`src/rtl/mealy_seq_detector.sv`:
```
// rtl/mealy_seq_detector.sv - parametrised Mealy sequence detector over one-hot input lines
// Optional build macro: MEALY_REG_OUT_EN (registers z, delaying it by one cycle)
module mealy_seq_detector #(
   parameter int                          NCH     = 2,
   parameter int                          DEPTH   = 4,
   parameter logic [$clog2(NCH)*DEPTH-1:0] PATTERN = 'b0100,
   parameter int                          CNT_W   = 8
) (
   input  logic             clk,
   input  logic             reset,
   input  logic [NCH-1:0]   in,
   input  logic             overlap,
   output logic             z,
   output logic             err,
   output logic [CNT_W-1:0] match_count
);

   localparam int SW = $clog2(NCH);
   // history holds DEPTH-1 symbols; keep at least one entry so DEPTH=1 still elaborates
   localparam int HD = (DEPTH > 1) ? DEPTH - 1 : 1;
   localparam int FW = (DEPTH > 1) ? $clog2(DEPTH) : 1;
   localparam logic [FW-1:0] FILL_MAX = FW'(DEPTH - 1);

   logic [SW-1:0]    hist_q [HD];
   logic [SW-1:0]    hist_d [HD];
   logic [FW-1:0]    fill_q, fill_d;
   logic [CNT_W-1:0] count_q, count_d;
   logic             valid, multi, match;
   logic [SW-1:0]    sym;

   // classify the input lines: idle, single valid symbol, or illegal multi-line
   always_comb begin
      sym   = '0;
      valid = (in != '0) && ((in & (in - NCH'(1))) == '0);
      multi = (in != '0) && !valid;
      for (int k = 0; k < NCH; k++) begin
         if (in[k]) sym = SW'(k);
      end
   end

   // match when the incoming symbol completes the pattern against a full history
   always_comb begin
      match = valid && (sym == PATTERN[(DEPTH-1)*SW +: SW]) && (fill_q == FILL_MAX);
      for (int i = 0; i < DEPTH - 1; i++) begin
         if (hist_q[i] != PATTERN[(DEPTH-2-i)*SW +: SW]) match = 1'b0;
      end
   end

   // next-state: shift history, track fill, saturating match counter
   always_comb begin
      hist_d  = hist_q;
      fill_d  = fill_q;
      count_d = count_q;
      if (multi) begin
         for (int i = 0; i < HD; i++) hist_d[i] = '0;
         fill_d = '0;
      end else if (valid) begin
         for (int i = HD - 1; i > 0; i--) hist_d[i] = hist_q[i-1];
         hist_d[0] = sym;
         if (match && !overlap) begin
            fill_d = '0;
         end else if (fill_q != FILL_MAX) begin
            fill_d = fill_q + 1'b1;
         end
      end
      if (match && (count_q != '1)) count_d = count_q + 1'b1;
   end

   // state registers, asynchronously cleared
   always_ff @(posedge clk or posedge reset) begin
      if (reset) begin
         for (int i = 0; i < HD; i++) hist_q[i] <= '0;
         fill_q  <= '0;
         count_q <= '0;
      end else begin
         hist_q  <= hist_d;
         fill_q  <= fill_d;
         count_q <= count_d;
      end
   end

`ifdef MEALY_REG_OUT_EN
   logic z_q, z_d;

   // registered match flag: high for the one cycle after the matching symbol
   always_comb z_d = match;

   // output flop for the delayed match flag
   always_ff @(posedge clk or posedge reset) begin
      if (reset) z_q <= 1'b0;
      else       z_q <= z_d;
   end

   assign z = z_q;
`else
   assign z = match && !reset;
`endif

   assign err         = multi && !reset;
   assign match_count = count_q;

endmodule

```
`config.mk`:
```
export PLATFORM = sky130hd
export DESIGN_NAME = mealy_seq_detector
export DESIGN_NICKNAME = d
export VERILOG_FILES = /design/src/rtl/mealy_seq_detector.sv
export SDC_FILE = /design/constraint.sdc
export NUM_CORES = 1
export LEC_CHECK = 0
export CORE_MARGIN = 2
export CORE_UTILIZATION = 52
export DETAILED_ROUTE_END_ITERATION = 7
export PLACE_DENSITY = 0.83
export SETUP_SLACK_MARGIN = 0.1
export SYNTH_ARGS = -nofsm -noshare
export SYNTH_HDL_FRONTEND = slang
export SYNTH_SLANG_ARGS = --single-unit
```
`constraint.sdc`:
```
create_clock -name clk -period 4.71 [get_ports clk]
set_input_delay 0.942 -clock clk [delete_from_list [all_inputs] [get_ports clk]]
set_output_delay 0.942 -clock clk [all_outputs]
set_load 0.1 [all_outputs]
```
==> metrics, run 1 <==
CP endpoint kind output pin; initial antenna violation count 0; CTS Buf Count 3; data arrival time of the critical path about 2.6 ns; Die Footprint 1720 sq um; Sink Count 13; setup tns final 0 ns; Critical Path RT between 3 and 4 ns; Post-Synth Adder-Cell Area 3.43%; worst-path maximum fanout 11; proportion of synthesized area in mux cells between 7 and 8%; # IOs 15; GR Overflow Total 0; Worst path max stage delay approximately 0.63 ns; number of DRC markers in iteration 0 9; FP Rows 13; setup bufs post-CTS 0; final WL about 1500 um; gpl congestion 0.754; crit start category input port; area of the multi-input gates slightly below 400 sq um; post-route cell area around 900 sq um; skew final 0.0101 ns; simple-gate share of the synthesized area 29.8%; Max Cap Violations 0; worst vdd ir approximately 0.28 mV; CTS tree built; combinational share of power between 30% and 40%; post-DP HPWL approximately 1100 um; nets a little over 90; Chip Height 41.5 um; Tcrit/Tclk final 75.4%; Post-Synth XOR/XNOR Area ~6.0%; H-Tree Depth 1; Clock transition at path regs about 0.080 ns; minimum clock period 3.55 ns; WP buf/inv 2; Syn Nets 76; Syn. warnings 0; DRC errors left 0; Setup Viol. Count Final 0; die width between 40 and 50 um; ant diodes 0; core footprint about 1300 sq um; status finished clean; register area share after synthesis ~45%; critical path type in -> out; final hold violations 0; total area of sequential cells ~330 sq um; buffers added on ports 14; Fmax achieved ~0.28 GHz; crit path setup slack, layout approximately 1.2 ns; Pwr Density ~360 nW/um^2; internal power ~200 uW; post-synthesis compound-gate area fraction 6.52%; RSZ-0062 raised after global routing false; largest net degree at the start of global routing 14; vias between 500 and 600; WL per Instance ~15 um; CTS resizes 0; share of post-route cells with drive strength above 1 12.9%; CP delay by family, top buffers and inverters; Gate Count Post-Synth 69; Via density 5.94; Max clock buf depth 2; drt first pass iters 4; slew margin rel. approximately 35%; post-place setup slack 1.18 ns; Sw Ratio approximately two fifths; Layout fillers 108; Layout area overhead 23.3%; worst-path cell chain clkdlybuf4s50_1, nor4b_4, nand3_2, nor2_1, buf_4; antenna-violating nets left 0; number of global-route vias before repair 556; main combinational cell family by area after synthesis simple AND/OR/NAND/NOR gates; Initial Util a little under three fifths; Clk Latency, worst-skew pair around 0.28 ns; first-pass GRT wire length about 2600 um; syn avg cell area 10.6 sq um; slew of the pin with the lowest slew margin roughly 0.96 ns; Clock power frac 21.7%; P_sw about 130 uW; Synth cell types 28; Leakage roughly 0.00040 uW; Tot GR Track Use between 10% and 20%; DP Area between 800 and 900 sq um; slowest CP cell clkdlybuf4s50_1; FF+latch count, synth 13; CTS Hold Bufs 0; Hold Path Class reg -> reg; Max Slew Vio Count 0; synthesized area 729 sq um; Sequential Power Share 44.8%; CTS root buffer clkbuf_4
[final cells by class]
| cell class | instances | area share [%] |
|---|---|---|
| clock buffer | 4 | 2.92 |
| sequential | 13 | 36.2 |
| tap | 15 | 2.09 |
| inverter | 2 | 0.834 |
| timing repair buffer | 14 | 15.0 |
| multi-input combinational | 52 | 43.0 |
[kinds of logic (layout without fill, tap and decap cells)]
family	count (synthesis)	count (layout)
and+or+nand+nor	32	32
DFF	13	13
AOI/OAI and AO/OA	8	8
xor gates and xnor gates	5	5
muxes	5	5
buffers and inverters	4	20
adders and majority gates	2	2
[routing by layer]
metal  vias to the layer above  track usage (%)  part of all wire [%]
li1                        285                -                     -
met1                       288             26.1                    45
met2                        17             30.6                    49
met3                         4             5.22                   4.1
met4                         0             7.74                   1.8
met5                         -                0                     0
[cell usage after synthesis (all sizes together)]
master	n	area [sq um]
nand3	4	25.0
o21a	1	7.51
a21oi	1	5.00
nand4	2	12.5
nand3b	3	22.5
xnor2	3	26.3
nand4b	1	8.76
dfrtp	13	325
a31oi	1	6.26
nor4	3	31.3
nor2	7	26.3
ha	2	25.0
xor2	2	17.5
o21ai	4	20.0
inv	2	7.51
mux2	2	22.5
a221oi	1	8.76
and4	1	8.76
and3b	1	10.0
buf	2	10.0
nand2b	2	20.0
mux2i	3	30.0
nand2	5	18.8
nor3	2	10.0
nor4b	1	23.8
[registers in the layout, indices dropped and copies added, names as in the netlist]
register / flops
fill_q: 2
hist_q: 3
match_count: 8
[placed cells by master (no fill, tap or decap), drive strengths merged, types with 3 or more instances in the layout]
cell type and n:
o21ai 4, nor2 7, nand3 4, clkbuf 4
dfrtp 13, xnor2 3, clkdlybuf4s50 12, nand2 5
mux2i 3, nand3b 3, nor4 3
[power groups by stage]
stage | clock network [uW] | registers, uW | logic (uW)
finish | 70.9 | 147 | 110
global placement | 0 | 147 | 107
detailed placement | 0 | 148 | 110
global route | 77.7 | 150 | 120
CTS | 72.4 | 147 | 110
floorplan | 0 | 185 | 45.0
[metrics by stage]
step / hold WS (ns) / cells / util, % / power (uW)
2_1_floorplan: 0.504 / 69 / - / 230
3_3_place_gp: 0.497 / 96 / 67.1 / 254
3_5_place_dp: 0.512 / 96 / 67.1 / 258
4_1_cts: 0.525 / 100 / 69.1 / 329
5_1_grt: 0.536 / 100 / 69.1 / 347
6_report: 0.523 / 100 / 69.1 / 327
[final timing paths]
kind / startpoint / to / slack [ns] / cells after the start
setup reg to reg: fill_q[0] / match_count[7] / 2.77 / 5
hold reg to reg: match_count[5] / match_count[5] / 0.52 / 1
min in group asynchronous: reset / fill_q[1] / 1.05 / 2
max in group asynchronous: reset / match_count[2] / 3.32 / 2
setup / recovery: in[1] / z / 1.16 / 5
hold / removal: match_count[5] / match_count[5] / 0.52 / 1
(Power assumes the default switching activity.)
==> inputs of run 2 (changes only) <==
Settings changed: CORE_UTILIZATION 52 to 48, PLACE_DENSITY 0.83 to 0.78.
Clock period 4.71 ns to 3.5 ns, I/O delays scaled along.
==> run 2 against run 1 <==
Net effect: critical path depth unchanged; worst hold slack worse by 0.0045 ns; sequential share of layout area down 1.2 points; largest cell class unchanged; critical endpoint unchanged; largest power group unchanged; sequential power up 33%.
==> metrics, run 2 (synthesized netlist as in run 1, its figures left out) <==
data arrival time of the critical path between 2 and 2.5 ns; die width between 40 and 50 um; nets 94; Max Cap Violations 0; Die Footprint approximately 1800 sq um; initial antenna violation count 0; most frequent cells in the layout dfrtp_1 (13), clkdlybuf4s50_1 (11), nor2_1 (7), nand2_1 (5), o21ai_1 (4); Tot GR Track Use between 15 and 20%; WP buf/inv 2; CP delay by family, top simple AND/OR/NAND/NOR gates; Largest register FFs 8; Layout area overhead 27.6%; RR Endpoint match_count[7]; Worst path max stage delay between 0.4 and 0.5 ns; Max Slew Vio Count 0; Sw Ratio between 30% and 40%; drt first pass iters 4; Clock transition at path regs ~0.080 ns; slowest CP cell clkdlybuf4s50_1; status finished clean; ant diodes 0; Hold Path Cell Cnt 1; minimum clock period 2.81 ns; Crit. path cell count 5; GR Overflow Total 0; commonest non-fill, non-tap cell in the layout dfrtp_1; Setup Viol. Count Final 0; number of global-route vias before repair roughly 540; Hold WS between 0.5 and 0.6 ns; antenna-violating nets left 0; Non-Filler Instances ~100; P_sw between 150 and 200 uW; skew final roughly 0.0023 ns; Pwr Density approximately 470 nW/um^2; crit path to z; Tcrit/Tclk final approximately four fifths; R2R Setup Slk ~1.6 ns; Sequential Power Share between 40% and 50%; Max clock buf depth 2; FP Rows 14; RSZ-0062 raised after global routing false; H-Tree Depth 1; CTS tree built; CTS Buf Count 3; Clock power frac 21.5%; CTS root buffer clkbuf_4; internal power ~270 uW; WL per Instance 13.1 um; placed cell count 98; Chip Height about 43 um; final hold violations 0; Layout fillers around 130; Hold Path Class reg -> reg; buffers added on ports 14; # IOs 15; Via density 5.59; first-pass GRT wire length ~2300 um; critical path type in -> out; worst r2r path cells 5; crit start category input port; vias 570; setup tns final 0 ns; CP endpoint kind output pin; Leakage just over 0.0004 uW; slew margin rel. around a third; DRC errors left 0; largest net degree at the start of global routing 14; CTS Hold Bufs 0; final WL between 1000 and 1500 um; gpl congestion ~0.78; Clk Latency, worst-skew pair 0.28 ns; setup bufs post-CTS 0; total power draw approximately 440 uW; slew of the pin with the lowest slew margin ~1 ns; worst r2r src fill_q[0]; Initial Util between 40% and 50%; combinational share of power approximately a third; Critical Path RT 2.80 ns; CTS resizes 0; worst-path cell chain clkdlybuf4s50_1, nor4b_4, nand3_2, nor2_1, buf_12; worst-path maximum fanout 6; core footprint 1470 sq um; Sink Count 13; worst vdd ir approximately 0.33 mV; number of DRC markers in iteration 0 17; share of post-route cells with drive strength above 1 between 10% and 20%; Fmax achieved between 0.3 and 0.4 GHz; Setup crit start in[1]
[run 2: cell count changes in the layout (fill, tap and decap cells not counted)]
cell / before / now
buf_12: 0 / 2
clkdlybuf4s50_1: 12 / 11
[run 2: routing by layer]
layer,GRT usage [%],wire length [um],up-vias
met5,0,0,-
met4,10.9,33,0
met3,3.83,81,5
met1,24.5,662,267
li1,-,-,282
met2,22.7,562,16
[run 2: cell type report]
cell class / count / area [sq um] / area share, %
timing repair buffer: 15 / 165 / 17.7
clock buffer: 4 / 26.3 / 2.82
multi-input combinational: 52 / 387 / 41.5
inverter: 2 / 7.51 / 0.806
sequential: 13 / 325 / 34.9
tap: 16 / 20.0 / 2.15
[run 2: how the worst min path moves through the flow]
stage	slack, ns	startpoint	endpoint
after global routing	0.53	match_count[6]	match_count[6]
after global placement	0.50	match_count[6]	match_count[6]
after detailed placement	0.50	match_count[6]	match_count[6]
after floorplan	0.50	fill_q[0]	fill_q[0]
final	0.52	match_count[6]	match_count[6]
after CTS	0.51	match_count[6]	match_count[6]
[run 2: per-stage QoR]
step,worst slack (ns),utilization [%],cell area (sq um)
after global placement,0.709,61.5,905
after detailed placement,0.692,61.5,905
after CTS,0.685,63.3,931
final,0.693,63.3,931
after global routing,0.601,63.3,931
after floorplan,0.373,-,729
[run 2: worst register-to-register path, cell delays in order, from the launching register on]
cell and delay [ns]:
dfrtp_1 0.40, ha_1 0.30, nor4b_4 0.27, nand3_2 0.19, nor4_2 0.31, mux2_1 0.34
[run 2: power groups by stage]
stage	Clock (uW)	Sequential, uW	Combinational (uW)
after floorplan	0	249	60.6
after global placement	0	197	146
after detailed placement	0	200	149
after CTS	95.7	196	150
after global routing	102	201	164
final	94.6	196	149
==> inputs of run 3 (changes only) <==
Clock period 3.5 ns to 2.62 ns, I/O delays scaled along.
==> run 3 against run 2 <==
Net effect: first-iteration DRC count decreased by 35%; power increased by 33%; wire length increased by 2.4%; worst setup slack got worse by 0.46 ns; utilization decreased by 0.34 points; global-route usage increased by 0.15 points; sequential power increased by 34%; design area decreased by 0.54%; final cell count increased by 0.98%; largest cell class unchanged.
==> metrics, run 3 (synthesized netlist as in run 1, its figures left out) <==
first-pass GRT wire length between 2000 and 2500 um; CP endpoint kind output pin; Max Slew Vio Count 0; Clock transition at path regs approximately 0.080 ns; Largest register FFs 8; Initial Util 49.6%; gpl congestion between 0.7 and 0.8; CTS resizes 0; DP Area approximately 900 sq um; Setup Viol. Count Final 0; initial antenna violation count 0; Hold Path Cell Cnt 1; Leakage between 0.0004 and 0.0005 uW; WL per Instance 13.3 um; CTS Hold Bufs 0; share of post-route cells with drive strength above 1 around a quarter; crit start category input port; final core occ a little over three fifths; Max Cap Violations 0; drt first pass iters 4; Hold Path Class reg -> reg; number of DRC markers in iteration 0 11; Chip Height around 43 um; die width between 40 and 50 um; commonest non-fill, non-tap cell in the layout dfrtp_1; GR Overflow Total 0; Via density 5.68; Hold WS roughly 0.51 ns; DRC errors left 0; final WL roughly 1400 um; ant diodes 0; Fmax achieved about 0.42 GHz; Critical Path RT roughly 2.1 ns; status finished clean; Max clock buf depth 2; skew final about 0.00069 ns; Layout area overhead 26.9%; data arrival time of the critical path between 1.5 and 2 ns; RSZ-0062 raised after global routing false; Sink Count 13; slew margin rel. ~64%; Clk Latency, worst-skew pair ~0.28 ns; FP Rows 14; setup bufs post-CTS 0; CTS Buf Count 3; nets between 90 and 100; critical path type in -> out; buffers added on ports 14; vias between 500 and 600; minimum clock period about 2.4 ns; antenna-violating nets left 0; Die Footprint between 1500 and 2000 sq um; most frequent cells in the layout dfrtp_1 (13), buf_4 (10), nand2_1 (5), nor2_1 (5); post-route cell area around 900 sq um; H-Tree Depth 1; number of global-route vias before repair between 500 and 600; CTS root buffer clkbuf_4; post-DP HPWL about 990 um; Tot GR Track Use ~17%; Pwr Density 632 nW/um^2; core footprint approximately 1500 sq um; setup tns final 0 ns; largest net degree at the start of global routing 14; # IOs 15; worst vdd ir about 0.49 mV; worst r2r path cells 5; Tcrit/Tclk final 91.0%; CTS tree built; Layout fillers 132; slew of the pin with the lowest slew margin ~0.54 ns; worst-path maximum fanout 6; final hold violations 0
[run 3: changes by cell type in the layout (fill, tap and decap cells not counted)]
cell,previous run,this run
buf_4,2,10
clkdlybuf4s50_1,11,4
nor2_1,7,5
nor2_2,0,2
[run 3: cell type report]
class / count / area (sq um) / area share [%]
flip-flops and latches: 13 / 325 / 35.1
repair buffers: 16 / 155 / 16.8
clock buffers: 4 / 26.3 / 2.84
inverters: 2 / 7.51 / 0.811
well taps: 16 / 20.0 / 2.16
multi-input cells: 52 / 392 / 42.3
[run 3: power breakdown]
group | total (uW) | switching [uW] | internal (uW) | leakage [uW]
Sequential | 263 | 34.2 | 229 | 0.000170
Combinational | 196 | 130 | 66.5 | 0.000243
Clock | 127 | 67.5 | 59.1 | 0.0000150
[run 3: worst paths after layout]
path	startpoint	end	slack, ns
max	in[1]	z	0.23
min	match_count[6]	match_count[6]	0.51
max reg2reg	fill_q[0]	match_count[7]	0.69
min reg2reg	match_count[6]	match_count[6]	0.51
max in group asynchronous	reset	hist_q[2]	1.63
min in group asynchronous	reset	match_count[7]	0.66
[run 3: metal layers]
metal | GRT usage [%] | vias up | share of wire, %
li1 | - | 289 | -
met1 | 23.2 | 275 | 47
met3 | 2.98 | 5 | 5.4
met2 | 25.2 | 16 | 45
met5 | 0 | - | 0
met4 | 10.9 | 0 | 2.6
[run 3: per-stage QoR]
step,total power (uW),worst slack (ns),std cells
2_1_floorplan,414,0.262,69
3_3_place_gp,456,0.235,99
3_5_place_dp,464,0.235,99
4_1_cts,591,0.231,103
5_1_grt,615,0.139,103
6_report,586,0.235,103
[run 3: worst max-delay path, stage by stage]
cell and delay (ns):
clkdlybuf4s50_1 0.45, nor4b_4 0.32, nand3_2 0.19, nor2_2 0.18
buf_12 0.19
